==> src/rtl/prio_encoder_seq.sv <==
// Registered priority encoder with sticky request capture, valid/ready output
// and optional round-robin priority rotation.
module prio_encoder_seq #(
   parameter int WIDTH   = 8,
   parameter int RR_MODE = 0,
   localparam int IDX_W  = $clog2(WIDTH)
) (
   input  logic             clk,
   input  logic             reset,
   input  logic [WIDTH-1:0] req_in,
   input  logic             out_ready,
   output logic             out_valid,
   output logic [IDX_W-1:0] out_idx,
   output logic [WIDTH-1:0] pending,
   output logic             overflow
);

   localparam logic [IDX_W-1:0] PTR_TOP  = IDX_W'(WIDTH - 1);
   localparam logic [WIDTH-1:0] ONE_HOT0 = {{(WIDTH-1){1'b0}}, 1'b1};

   logic [IDX_W-1:0] ptr_r;
   logic             load_s;
   logic [IDX_W-1:0] fix_idx_s;
   logic [IDX_W-1:0] rr_idx_s;
   logic [IDX_W-1:0] grant_idx_s;
   logic [WIDTH-1:0] grant_mask_s;
   logic [IDX_W-1:0] next_ptr_s;
   int               cand_s;

   // Fixed priority: ascending scan, so the highest set index is written last.
   always_comb begin
      fix_idx_s = {IDX_W{1'b0}};
      for (int i = 0; i < WIDTH; i++) begin
         fix_idx_s = pending[i] ? IDX_W'(i) : fix_idx_s;
      end
   end

   // Round-robin: candidates nearest below ptr (with wrap) are written last.
   always_comb begin
      rr_idx_s = {IDX_W{1'b0}};
      cand_s   = 0;
      for (int off = WIDTH - 1; off >= 0; off--) begin
         cand_s = int'(ptr_r) - off;
         if (cand_s < 0) begin
            cand_s = cand_s + WIDTH;
         end else begin
            cand_s = cand_s;
         end
         rr_idx_s = pending[IDX_W'(cand_s)] ? IDX_W'(cand_s) : rr_idx_s;
      end
   end

   // Load decision, grant selection and pointer update.
   always_comb begin
      load_s       = (!out_valid || out_ready) && (pending != {WIDTH{1'b0}});
      grant_idx_s  = (RR_MODE != 0) ? rr_idx_s : fix_idx_s;
      grant_mask_s = {WIDTH{1'b0}};
      next_ptr_s   = ptr_r;
      if (load_s) begin
         grant_mask_s = ONE_HOT0 << grant_idx_s;
         if (RR_MODE != 0) begin
            next_ptr_s = (grant_idx_s == {IDX_W{1'b0}}) ? PTR_TOP
                                                        : grant_idx_s - IDX_W'(1);
         end else begin
            next_ptr_s = ptr_r;
         end
      end else begin
         grant_mask_s = {WIDTH{1'b0}};
         next_ptr_s   = ptr_r;
      end
   end

   // State and output registers; a request on the granted bit re-sets it.
   always_ff @(posedge clk) begin
      if (reset) begin
         pending   <= {WIDTH{1'b0}};
         out_valid <= 1'b0;
         out_idx   <= {IDX_W{1'b0}};
         overflow  <= 1'b0;
         ptr_r     <= PTR_TOP;
      end else begin
         pending  <= (pending & ~grant_mask_s) | req_in;
         overflow <= |(req_in & pending & ~grant_mask_s);
         ptr_r    <= next_ptr_s;
         if (load_s) begin
            out_idx   <= grant_idx_s;
            out_valid <= 1'b1;
         end else if (out_ready) begin
            out_valid <= 1'b0;
         end
      end
   end

endmodule

==> config.mk <==
export PLATFORM = sky130hd
export DESIGN_NAME = prio_encoder_seq
export DESIGN_NICKNAME = d
export VERILOG_FILES = /design/src/rtl/prio_encoder_seq.sv
export SDC_FILE = /design/constraint.sdc
export NUM_CORES = 1
export LEC_CHECK = 0
export BUFFER_PORTS_ARGS = -buffer_cell sky130_fd_sc_hd__buf_2
export CORE_AREA = 2 2 39 41
export DETAILED_ROUTE_END_ITERATION = 6
export DIE_AREA = 0 0 41 43
export PLACE_DENSITY = 0.77
export RECOVER_POWER = 50
export SYNTH_ARGS = -nofsm -noshare
export SYNTH_HDL_FRONTEND = slang
export SYNTH_SLANG_ARGS = --single-unit
export TNS_END_PERCENT = 10
==> constraint.sdc <==
create_clock -name clk -period 3.7 [get_ports clk]
set_clock_uncertainty 0.15 [all_clocks]
set_input_delay 0.74 -clock clk [delete_from_list [all_inputs] [get_ports clk]]
set_output_delay 0.74 -clock clk [all_outputs]
set_load 0.05 [all_outputs]
# After elaboration in Yosys (flattened, before gate mapping)
# Index checks and enable logic that the tools add are counted.
# totals
regBits	13
latch_bits	0
ramBits	0
rom_bits	0
inputBits	11
output_inout_bits	13
wordCells	26
mem_count	0
# op_classes
addsub	0
multipliers	0
n_div	0
order_cmp	0
n_eq_ne	0
shifts	1
mux	10
bitwise	5
n_reduce_logical	6
# op_table
op	n
$and A8 B8 Y8	3
$mux W3	4
$mux W8	1
$not A8 Y8	1
$or A8 B8 Y8	1
$reduce_bool A8 Y1	1
$reduce_or A8 Y1	1
$shl A1 B3 Y8 const A	1
$mux W2	2
$mux W1	3
$reduce_bool A2 Y1	1
$logic_and A1 B1 Y1	1
$logic_not A1 Y1	1
$logic_or A1 B1 Y1	1

# Logic depth before layout (Yosys ltp)
# logic_depth
word_depth	12
depth_mapped	5
mapped_depth_nobuf	4

# Worst setup path after synthesis
# No wires, ideal clock.
# synth_timing
kind	input -> register
from	input out_ready
to	register overflow
setup_time_ps	138
arrival_time_ps	1547
required_ps	3412
setup_slack_ps	1865
path_stages	5
n_path_buf	1
cell_sequence	nand2b_1 > clkbuf_1 > o21ai_0 > a221oi_1 > a41oi_1
# synth_between
elab_chain_len	6
# synth_lines
element	line	source
start, declared	11	input logic out_ready,
$logic_or A1 B1 Y1	55	load_s = (!out_valid || out_ready) && (pending != {WIDTH{1'b0}});
$logic_and A1 B1 Y1	55	
$mux W8	59	if (load_s) begin
$not A8 Y8	83	overflow <= |(req_in & pending & ~grant_mask_s);
$and A8 B8 Y8	83	
$reduce_or A8 Y1	83	
end signal, assigned	83	
end, declared	15	output logic overflow
# Every way passes these cells.
# A chain may end at the register's enable or synchronous reset.

# Worst setup path in the final report
# layout_timing
from	register pending[4]
to	register out_idx[1]
# layout_between
elab_chain_len	4
word_cells_on_any_way	6
classes_between	mux (4); reduce/logical (2)
# layout_lines
element	line	source
start, declared	14	output logic [WIDTH-1:0] pending,
start signal, assigned	76	pending <= {WIDTH{1'b0}};
start signal, assigned	82	pending <= (pending & ~grant_mask_s) | req_in;
$mux W3 (4 in a row)	34	fix_idx_s = pending[i] ? IDX_W'(i) : fix_idx_s;
end signal, assigned	78	out_idx <= {IDX_W{1'b0}};
end signal, assigned	86	out_idx <= grant_idx_s;
end, declared	13	output logic [IDX_W-1:0] out_idx,
# Several ways; a longest one is shown, not always the timed one.

==> metrics.cfg <==
[die]
dieArea_mm2=0.001763
initial_utilization=0.4485
fp.dieW_um=41
rows=14
core_mm2=0.001384
ios=24
die_h_um=43

[yosys]
syn_inst=76
syn_avg_cell_area_um2=8.166
ys_types=25
synth-xor-area-share=0
synth_top_family_by_area=compound AO/OA/AOI/OAI gates
synth_seq_cells=13
yosysSeqAreaShare=0.4194
yosysMostFrequentCell=dfxtp_1
yosysTopAreaCell=dfxtp_1
synth_compound_area_frac=0.3065
synth_mux_area_frac=0
netlist_top_cells_count=dfxtp_1 (13), nor2_1 (10), a21oi_1 (9), inv_1 (7), o21ai_0 (7)
synthSimpleGateAreaFrac=0.2117
syn_nets=87
netlist_area_um2=620.6
synth_ff_type=dfxtp_1
synthAdderAreaFrac=0
synth_edf_count=0
ys_async_sr_fraction=0
synth_area_leaders=dfxtp_1 (42%), a21oi_1 (7.3%), nor2_1 (6.0%)
synth_warnings=0
synth_top_area_frac=0.4194

[global_routing]
overflow=0
grt_first_pass_wirelength_um=2159
grt_pass1_vias=521
grt_max_degree=14
grt_use_total=0.1746
antenna_found_initial=0

[sta]
rsz0062_at_grt=no
hold_violations=0
worstMarginPinSlew_ns=0.8689
final-setup-viol-count=0
drv_slew=0
max_freq_ghz=0.4897
max_slew_margin=0.4154
post-route-period-util=0.5519
final.min_clock_period_ns=2.042
fin_tns_setup_ns=0

[clock_tree]
cts-root-buf=clkbuf_4
cts_max_level=1
cts_sinks=13
postCtsSetupBuffers=0
cts_buffer_depth=2
cts_buffers=3
hold_buffers=0
cts_tree=done
ctsResizeCount=0
clock_latency_ns=0.27
clk_pin_slew_ns=0.08

[cells_and_area]
fin_nets=112
final_core_util=0.5425
layout-drive-gt1-share=0.2800
syn_to_final_growth_pct=20.97
antenna_cells=0

[drt]
post-route-drc-count=0
drt-total-wl_um=1371
dr.pass1.iters=4
viasPerCell=5.509
drt_iter0_drc=14
routedWlPerCell_um=11.82
ant_nets=0
num_vias=639

[pwr]
peakVddDrop_v=0.0001964
powerDensity_mw_per_mm2=468.7
leakagePower_uw=0.0003426

[placed_design]
port_buffers=23
post-dp-hpwl_um=1033
place.gp.congestion=0.7801

[critical_path]
endpoint_kind=flip-flop
worstSetupStartpointType=flip-flop
critPathMaxFanout=8
critPathRequiredTime_ns=3.73
r2r_slack_ns=1.66
setup.worst_path.class=flip-flop to flip-flop
worst_ep_arrival_time_ns=2.08

[min_path]
hp-class=flip-flop to flip-flop

[outcome]
status=completed

[job]
maxCapViolations=0

-- metal layers --
layer / global-route usage / vias up / part of all wire
met5: 0 / - / 0
met4: 0.06000 / 0 / 0.023
met3: 0.03141 / 6 / 0.065
met2: 0.2531 / 30 / 0.44
met1: 0.2516 / 280 / 0.47
li1: - / 323 / -
-- critical path: stages (launching register included) --
cell and delay (ns):
dfxtp_1 0.38, nor4_1 0.77, a21oi_1 0.33, a311oi_1 0.32
-- final timing paths --
check	startpoint	endpoint	cells past startpoint
worst max register to register	pending[4]$_SDFF_PP0_	out_idx[1]$_SDFFE_PP0P_	3
worst min register to register	out_idx[2]$_SDFFE_PP0P_	out_idx[2]$_SDFFE_PP0P_	2
worst max-delay path	pending[4]$_SDFF_PP0_	out_idx[1]$_SDFFE_PP0P_	3
worst min-delay path	out_idx[2]$_SDFFE_PP0P_	out_idx[2]$_SDFFE_PP0P_	2
-- state kept, by name, summed over array words and instances (netlist names) --
register	flops
pending	8
overflow	1
out_idx	3
out_valid	1
-- stage by stage --
stage / worst slack [ns] / cells / power [uW] / cell area [um2] / hold slack [ns]
after floorplan: 1.865 / 76 / 246.5 / 620.6 / 0.5555
after global placement: 1.811 / 112 / 271.4 / 743.2 / 0.3364
after detailed placement: 1.759 / 112 / 272.4 / 743.2 / 0.3373
after CTS: 1.707 / 116 / 357.1 / 769.5 / 0.3489
after global routing: 1.545 / 116 / 372.3 / 750.7 / 0.3643
final: 1.658 / 116 / 351.8 / 750.7 / 0.3439
-- cell usage in the layout, fill, tap and decap left out, types with 2 or more instances in the layout --
master    Yosys  layout
a21oi_1       9      10
a22oi_1       2       2
a311oi_1      2       2
a31oi_1       3       3
buf_2         0      23
clkbuf_4      0       3
dfxtp_1      13      13
inv_1         7       7
nand2b_1      3       3
nand3_1       3       3
nor2_1       10      10
nor3_1        2       2
o21ai_0       7       7
-- cell families (layout without fill, tap and decap cells) --
group | after synthesis | after routing
buf+inv | 10 | 34
simple gates | 23 | 23
flops | 13 | 13
compound gates | 30 | 30
-- layout make-up --
cell class / count / area [um2]
flip-flops and latches: 13 / 260.3
inverters: 7 / 26.28
fillers: 143 / 633.1
well taps: 16 / 20.02
clock buffers: 4 / 26.28
multi-input cells: 53 / 302.8
repair buffers: 23 / 115.1
-- power by group --
group | internal, uW | total [uW] | switching (uW)
Sequential | 152 | 166 | 13.7
Combinational | 28.5 | 99.9 | 71.4
Clock | 41.7 | 86.1 | 44.4
Total | 222 | 352 | 130
Power figures use the tool's default switching activity.
